**src/rtl/core_run_ctrl.sv**
```systemverilog
// core_run_ctrl: sequences reset-then-run of a controlled core, with free-run or
// single-step enables, halt/abort handling and a bounded, sticky-timeout cycle counter.
module core_run_ctrl #(
  parameter int unsigned RST_CYCLES = 2,
  parameter int unsigned CNT_W      = 16,
  parameter int unsigned MAX_CYCLES = 9999
) (
  input  logic             clk_i,
  input  logic             rst_i,
  input  logic             start_i,
  input  logic             step_mode_i,
  input  logic             step_i,
  input  logic             halt_i,
  input  logic             abort_i,
  output logic             core_rst_o,
  output logic             core_en_o,
  output logic             running_o,
  output logic             done_o,
  output logic             timeout_o,
  output logic [CNT_W-1:0] cycle_cnt_o
);

  localparam int unsigned RC_W = (RST_CYCLES > 1) ? $clog2(RST_CYCLES) : 1;

  typedef enum logic [2:0] {
    S_IDLE,
    S_RESET,
    S_RUN,
    S_STEP,
    S_DONE
  } state_t;

  state_t            state_q;
  logic [RC_W-1:0]   rst_cnt_q;
  logic [CNT_W-1:0]  cnt_q;
  logic [CNT_W-1:0]  cnt_d;
  logic              limit_hit;
  logic              step_mode_q;
  logic              core_rst_q;
  logic              core_en_q;
  logic              running_q;
  logic              done_q;
  logic              timeout_q;

  // Count the current cycle if the core is enabled in it; flag reaching the limit.
  always_comb begin
    cnt_d     = cnt_q;
    limit_hit = 1'b0;
    if (core_en_q) begin
      cnt_d     = cnt_q + CNT_W'(1);
      limit_hit = (cnt_d == CNT_W'(MAX_CYCLES));
    end
  end

  // Sequencer state and all registered outputs; abort beats halt, halt beats limit.
  always_ff @(posedge clk_i) begin
    if (rst_i) begin
      state_q     <= S_IDLE;
      rst_cnt_q   <= '0;
      cnt_q       <= '0;
      step_mode_q <= 1'b0;
      core_rst_q  <= 1'b1;
      core_en_q   <= 1'b0;
      running_q   <= 1'b0;
      done_q      <= 1'b0;
      timeout_q   <= 1'b0;
    end else begin
      case (state_q)
        S_IDLE, S_DONE: begin
          if (start_i) begin
            state_q     <= S_RESET;
            rst_cnt_q   <= RC_W'(RST_CYCLES - 1);
            cnt_q       <= '0;
            timeout_q   <= 1'b0;
            step_mode_q <= step_mode_i;
            core_rst_q  <= 1'b1;
            core_en_q   <= 1'b0;
            running_q   <= 1'b1;
            done_q      <= 1'b0;
          end
        end
        S_RESET: begin
          if (abort_i) begin
            state_q    <= S_IDLE;
            core_rst_q <= 1'b1;
            core_en_q  <= 1'b0;
            running_q  <= 1'b0;
          end else if (rst_cnt_q == '0) begin
            state_q    <= step_mode_q ? S_STEP : S_RUN;
            core_rst_q <= 1'b0;
            core_en_q  <= ~step_mode_q;
          end else begin
            rst_cnt_q <= rst_cnt_q - RC_W'(1);
          end
        end
        S_RUN, S_STEP: begin
          if (abort_i) begin
            state_q    <= S_IDLE;
            core_rst_q <= 1'b1;
            core_en_q  <= 1'b0;
            running_q  <= 1'b0;
          end else begin
            cnt_q <= cnt_d;
            if (halt_i || limit_hit) begin
              state_q   <= S_DONE;
              core_en_q <= 1'b0;
              running_q <= 1'b0;
              done_q    <= 1'b1;
              timeout_q <= ~halt_i;
            end else if (state_q == S_STEP) begin
              core_en_q <= step_i;
            end else begin
              core_en_q <= 1'b1;
            end
          end
        end
        default: begin
          state_q    <= S_IDLE;
          core_rst_q <= 1'b1;
          core_en_q  <= 1'b0;
          running_q  <= 1'b0;
          done_q     <= 1'b0;
        end
      endcase
    end
  end

  assign core_rst_o  = core_rst_q;
  assign core_en_o   = core_en_q;
  assign running_o   = running_q;
  assign done_o      = done_q;
  assign timeout_o   = timeout_q;
  assign cycle_cnt_o = cnt_q;

endmodule

```
**config.mk**
```make
export PLATFORM = sky130hd
export DESIGN_NAME = core_run_ctrl
export DESIGN_NICKNAME = d
export VERILOG_FILES = /design/src/rtl/core_run_ctrl.sv
export SDC_FILE = /design/constraint.sdc
export NUM_CORES = 1
export LEC_CHECK = 0
export CAP_MARGIN = 20
export CORE_MARGIN = 2
export CORE_UTILIZATION = 25
export CTS_CLUSTER_DIAMETER = 80
export DETAILED_ROUTE_END_ITERATION = 16
export DONT_BUFFER_PORTS = 1
export SLEW_MARGIN = 20
export SYNTH_ARGS = -nofsm -noshare
export SYNTH_HDL_FRONTEND = slang
export SYNTH_SLANG_ARGS = --single-unit
export TNS_END_PERCENT = 50
```
**constraint.sdc**
```tcl
create_clock -name clk_i -period 6.4 [get_ports clk_i]
set_input_delay 1.28 -clock clk_i [delete_from_list [all_inputs] [get_ports clk_i]]
set_output_delay 1.28 -clock clk_i [all_outputs]
set_load 0.05 [all_outputs]
```
==> reports/qor.txt, run 1 <==
highest net fanout along the worst path: 8
summed area of non-filler cells in the final layout: 0.00170 sq mm
DRC violation count after routing: 0
warning count from the yosys run: 0
combinational share of power: 8.6%
cell count after synthesis: 211
total gr overflow: 0
wire length after detailed routing: 4130 um
DP Wirelength: 3000 um
share of Yosys cell area claimed by the top area cell type: 31.8%
Crit Path Class: register to register
later-pin clock latency in the skew report: 0.28 ns
synthesized flop and latch total: 26
clock tree from TritonCTS: done
total count of max-transition violations in the final report: 0
Min-Delay Startpoint: step_mode_q
top-level I/O count: 28
total of buffers placed on input and output ports: 0
proportion of power drawn by flip-flops and latches: 59.2%
weighted congestion reported at the end of routability-driven placement: 0.858
die footprint: 0.00721 sq mm
launch point of the critical path: cycle_cnt_o[0]
number of vias per cell after detailed routing: 5.33
largest area contributor in the synthesized netlist: sky130_fd_sc_hd__dfxtp_1
overall fraction of global-route tracks in use: 11.6%
most used flip-flop cell after synthesis: sky130_fd_sc_hd__dfxtp_1
Worst Path Buf+Inv: 0
setup TNS: 0 ns
proportion of synthesized flip-flops having asynchronous set or reset: 0%
Die Wd: 84.9 um
portion of the post-synthesis area used by sequential elements: 31.8%
antenna violations before repair: 0
peak ir drop on the vdd network: 77.2 uV
switching component of the power: 0.0802 mW
slew at the pin with the worst max-slew slack: 0.846 ns
min Tclk post-route: 2.83 ns
most frequently used cell type in the post-synthesis netlist: sky130_fd_sc_hd__nor2_1
vias in the first global route: 1320
run status: finished, final reports clean
post-CTS setup buffer count: 0
slowest stage cell on the critical path: sky130_fd_sc_hd__dfxtp_1
Filler cells: 680
Post-Syn Area: 0.00164 sq mm
power per cell area: 176 mW/mm^2
most area-consuming cells after synthesis: sky130_fd_sc_hd__dfxtp_1, sky130_fd_sc_hd__nor2_1, sky130_fd_sc_hd__a21oi_1
largest net degree at the start of global routing: 26
Data arrival, critical path: 3.03 ns
layout overhead on the synthesized area: 3.51%
Final Skew: 0.00679 ns
Max H-tree Level: 1
post-DR wirelength/cell: 15.0 um
share of power burned in the clock network: 32.2%
Data required, critical path: 6.61 ns
cell-by-cell listing of the critical path: ha_1 > and3_1 > and3_4 > nor3_2 > a31oi_4 > nor4_4 > or4_1 > a211oi_2
layout cell share with drive strength beyond 1: 6.06%
Post-synth EDFFs: 0
y dimension of the die: 84.9 um
final clock period utilization by the worst path: 44.2%
fmax: 354 MHz
Std-Cell Rows: 29
effective utilization at floorplan: 25.8%
worst slew margin relative to its limit: 43.5%
placeable core region: 0.00635 sq mm
number of failing setup endpoints in the final timing report: 0
maximum clock insertion buffer count: 2
via count of the routed design: 1465
number of buffers added by the clock tree synthesis step: 3
hold-fix buffer count after cts: 0
startpoint kind of the worst setup timing path: register
critical path endpoint category: register
nets@finish: 209
Synth Area per Inst: 7.76 sq um
Static Leakage: 0.507 nW
placed instance area: 0.00165 sq mm
wire length of the first global-routing pass: 6910 um
Sw Ratio: 26.8%
Final Hold Violating Endpoints: 0
total clock sinks: 26
Int Pwr: 0.219 mW
number of iterations in the first detailed-routing pass: 4
startpoint of the most critical register-to-register path: cycle_cnt_o[0]
kind of cell adding the most delay to the critical path: simple AND/OR/NAND/NOR gates
initial detailed-routing violation count: 176
Antenna Violating Nets Remaining: 0
peak per-stage delay on the critical path: 0.76 ns
CTS Root Buffer Type: sky130_fd_sc_hd__clkbuf_8
net count of the mapped netlist: 220
unrepaired setup endpoints after global routing: no
count of distinct cell types in the synthesized netlist: 47
number of max-cap violations: 0
PostCTS Resize Cnt: 0
antenna fix cells: 0
synth cell count leaders: sky130_fd_sc_hd__nor2_1, sky130_fd_sc_hd__dfxtp_1, sky130_fd_sc_hd__a21oi_1, sky130_fd_sc_hd__nand2_1, sky130_fd_sc_hd__o21ai_0
HP Class: register to register
clock-pin slew of the registers on the worst-case setup and hold paths: 0.09 ns
[worst paths after layout]
kind                                    end  slack, ns  cells past startpoint
worst max-delay path              core_en_o       3.57                      8
worst min-delay path            step_mode_q       0.48                      2
worst max register to register    core_en_o       3.57                      8
worst min register to register  step_mode_q       0.48                      2
[per-stage QoR]
stage,util (%),hold WS (ns),setup WS (ns),instances,power (mW)
final,26.7,0.475,3.57,275,0.299
after global routing,26.7,0.518,3.42,275,0.313
after CTS,26.7,0.475,3.57,275,0.303
after detailed placement,26.0,0.461,3.59,272,0.206
after global placement,26.0,0.463,3.65,272,0.206
after floorplan,-,0.450,3.77,211,0.203
[cells by family after synthesis]
kind of cell               share of synthesized area [%]
xor gates and xnor gates                            3.21
buffers and inverters                               5.12
adders and majority gates                           1.53
and+or+nand+nor                                     33.2
muxes                                              0.611
DFF                                                 31.8
AOI/OAI and AO/OA                                   24.6
[power groups by stage]
stage          sequential (mW)  clock (mW)  combinational (mW)
2_1_floorplan            0.177           0              0.0259
3_3_place_gp             0.181           0              0.0254
3_5_place_dp             0.181           0              0.0254
4_1_cts                  0.177       0.101              0.0255
5_1_grt                  0.178       0.106              0.0292
6_report                 0.177      0.0963              0.0256
[area by class of cell]
class / instances / area [sq um] / area share [%]
multi-input combinational: 168 / 1030 / 61.0
sequential: 26 / 520 / 30.7
tap: 77 / 96.3 / 5.68
clock buffer: 3 / 41.3 / 2.44
inverter: 1 / 3.75 / 0.221
[registers in the layout (all words and copies together), names as in the netlist]
signal	cells
core_en_o	1
core_rst_o	1
timeout_o	1
cycle_cnt_o	16
state_q	3
running_o	1
step_mode_q	1
done_o	1
rst_cnt_q	1
[metal layers]
| layer | wire length, um | global-route usage, % | vias up |
|---|---|---|---|
| met5 | 0 | 0 | - |
| met2 | 1800 | 17.1 | 43 |
| met1 | 1990 | 17.0 | 670 |
| met4 | 43 | 2.60 | 0 |
| li1 | - | - | 748 |
| met3 | 301 | 2.82 | 4 |
[tightest hold or removal path: cells and delay by family (launching register included)]
| kind | cells | cell delay, ns |
|---|---|---|
| flops | 1 | 0.33 |
| simple gates | 1 | 0.06 |
| compound gates | 1 | 0.05 |
[placed cells by master, fill, tap and decap left out, types with 3 or more instances in the layout]
master,count
sky130_fd_sc_hd__nand3_1,7
sky130_fd_sc_hd__nor2_1,28
sky130_fd_sc_hd__nand2b_1,6
sky130_fd_sc_hd__nand3b_1,4
sky130_fd_sc_hd__a21oi_1,19
sky130_fd_sc_hd__a31oi_1,4
sky130_fd_sc_hd__nand2_1,16
sky130_fd_sc_hd__nor3_1,8
sky130_fd_sc_hd__dfxtp_1,26
sky130_fd_sc_hd__xnor2_1,3
sky130_fd_sc_hd__o21ai_0,13
sky130_fd_sc_hd__a311oi_1,4
sky130_fd_sc_hd__nor2b_1,5
sky130_fd_sc_hd__a211oi_1,8
sky130_fd_sc_hd__and3_1,3
sky130_fd_sc_hd__nand4_1,3
sky130_fd_sc_hd__xor2_1,3
sky130_fd_sc_hd__and4_1,3
sky130_fd_sc_hd__clkbuf_8,3
(Power assumes the default switching activity.)
==> run 2: changes to the inputs <==
==> constraint.sdc (replaced) <==
create_clock -name clk_i -period 2.45 [get_ports clk_i]
set_input_delay 0.49 -clock clk_i [delete_from_list [all_inputs] [get_ports clk_i]]
set_output_delay 0.49 -clock clk_i [all_outputs]
set_load 0.05 [all_outputs]
==> reports/qor.txt, run 2 (synthesized netlist as in run 1, its figures left out) <==
startpoint of the most critical register-to-register path: cycle_cnt_o[0]
unrepaired setup endpoints after global routing: no
weighted congestion reported at the end of routability-driven placement: 0.795
maximum clock insertion buffer count: 2
effective utilization at floorplan: 25.8%
y dimension of the die: 84.9 um
clock-pin slew of the registers on the worst-case setup and hold paths: 0.09 ns
die footprint: 0.00721 sq mm
top-level I/O count: 28
run status: finished, final reports clean
Static Leakage: 0.646 nW
hold-fix buffer count after cts: 0
footprint of the flip-flops and latches: 528 sq um
post-DR wirelength/cell: 15.0 um
vias in the first global route: 1424
overall fraction of global-route tracks in use: 12.6%
number of standard cells in the final layout excluding fillers: 300
slew at the pin with the worst max-slew slack: 0.712 ns
number of iterations in the first detailed-routing pass: 5
wire length of the first global-routing pass: 7470 um
number of flip-flops under the largest register name: 16
HP Class: input port to register
largest net degree at the start of global routing: 26
Data arrival, critical path: 2.48 ns
DP Wirelength: 3240 um
post-CTS setup buffer count: 0
instance count after placement with tap cells included: 296
final clock period utilization by the worst path: 92.9%
setup slack after placement: 0.204 ns
most frequent cells in the layout: sky130_fd_sc_hd__nor2_1, sky130_fd_sc_hd__buf_4, sky130_fd_sc_hd__dfxtp_1
R2R cell count: 8
wire length after detailed routing: 4490 um
clock tree from TritonCTS: done
Data required, critical path: 2.65 ns
placeable core region: 0.00635 sq mm
Crit Path Class: register to register
total clock sinks: 26
number of buffers added by the clock tree synthesis step: 3
launch point of the critical path: cycle_cnt_o[0]
antenna violations before repair: 0
layout cell share with drive strength beyond 1: 19.3%
most common cell after layout, fill and taps aside: sky130_fd_sc_hd__nor2_1
later-pin clock latency in the skew report: 0.27 ns
startpoint kind of the worst setup timing path: register
area taken by multi-input logic gates: 0.00103 sq mm
via count of the routed design: 1604
Antenna Violating Nets Remaining: 0
fmax: 439 MHz
Worst Slack Setup Final: 0.174 ns
DRC violation count after routing: 0
number of failing setup endpoints in the final timing report: 0
Filler cells: 661
Reg2Reg Capture Point: core_en_o
Final Hold Violating Endpoints: 0
number of max-cap violations: 0
Std-Cell Rows: 29
total gr overflow: 0
antenna fix cells: 0
min Tclk post-route: 2.28 ns
Die Wd: 84.9 um
number of vias per cell after detailed routing: 5.35
peak ir drop on the vdd network: 176 uV
Max H-tree Level: 1
power per cell area: 432 mW/mm^2
CTS Root Buffer Type: sky130_fd_sc_hd__clkbuf_8
critical path endpoint category: register
CP endpoint: core_en_o
worst slew margin relative to its limit: 52.4%
highest net fanout along the worst path: 8
PostCTS Resize Cnt: 0
setup TNS: 0 ns
initial detailed-routing violation count: 160
total count of max-transition violations in the final report: 0
layout overhead on the synthesized area: 15.8%
nets@finish: 233
Final Skew: 0.00200 ns
reg2reg setup slack: 0.17 ns
total of buffers placed on input and output ports: 0
## run 2: changes by cell type in the layout (fill, tap and decap cells not counted), sizes merged
cell | previous run | this run
clkbuf | 3 | 4
buf | 0 | 24
## run 2: final cells by class
cell class,instances,share of cell area (%)
multi-input combinational,168,54.5
inverter,1,0.198
tap,77,5.08
sequential,26,27.8
clock buffer,4,2.90
timing repair buffer,24,9.50
## run 2: per-stage QoR
step	total power, mW	cell area, sq um	utilization (%)	hold slack (ns)
final	0.820	1900	29.9	0.267
after global routing	0.856	1900	29.9	0.252
after CTS	0.832	1900	29.9	0.258
after detailed placement	0.543	1840	29.0	0.468
after global placement	0.542	1840	29.0	0.459
after floorplan	0.530	1650	-	0.450
## run 2: worst max-delay path: stages (launching register included)
cell	delay [ns]
sky130_fd_sc_hd__dfxtp_2	0.41
sky130_fd_sc_hd__ha_1	0.18
sky130_fd_sc_hd__and3_1	0.29
sky130_fd_sc_hd__and3_4	0.27
sky130_fd_sc_hd__nor3_2	0.06
sky130_fd_sc_hd__a31oi_4	0.17
sky130_fd_sc_hd__nor4_4	0.09
sky130_fd_sc_hd__or4_1	0.53
sky130_fd_sc_hd__a211oi_2	0.21
## run 2: metal layers
layer  up-vias  wire [um]  GRT usage [%]
met5         -          0              0
met4         0         55           4.04
met3         6        430           3.99
met2        52       1920           17.8
met1       748       2090           18.1
li1        798          -              -
## run 2: power by group
group          switching, mW  internal [mW]
Combinational         0.0433         0.0308
Sequential            0.0265          0.432
Clock                  0.143          0.144
## run 2: how the worst min path moves through the flow
stage / startpoint / end / cells after the start
detailed placement: step_mode_q / step_mode_q / 2
global placement: step_mode_q / step_mode_q / 2
global route: rst_i / core_en_o / 1
CTS: rst_i / core_en_o / 1
finish: rst_i / cycle_cnt_o[5] / 1
floorplan: step_mode_q / step_mode_q / 2
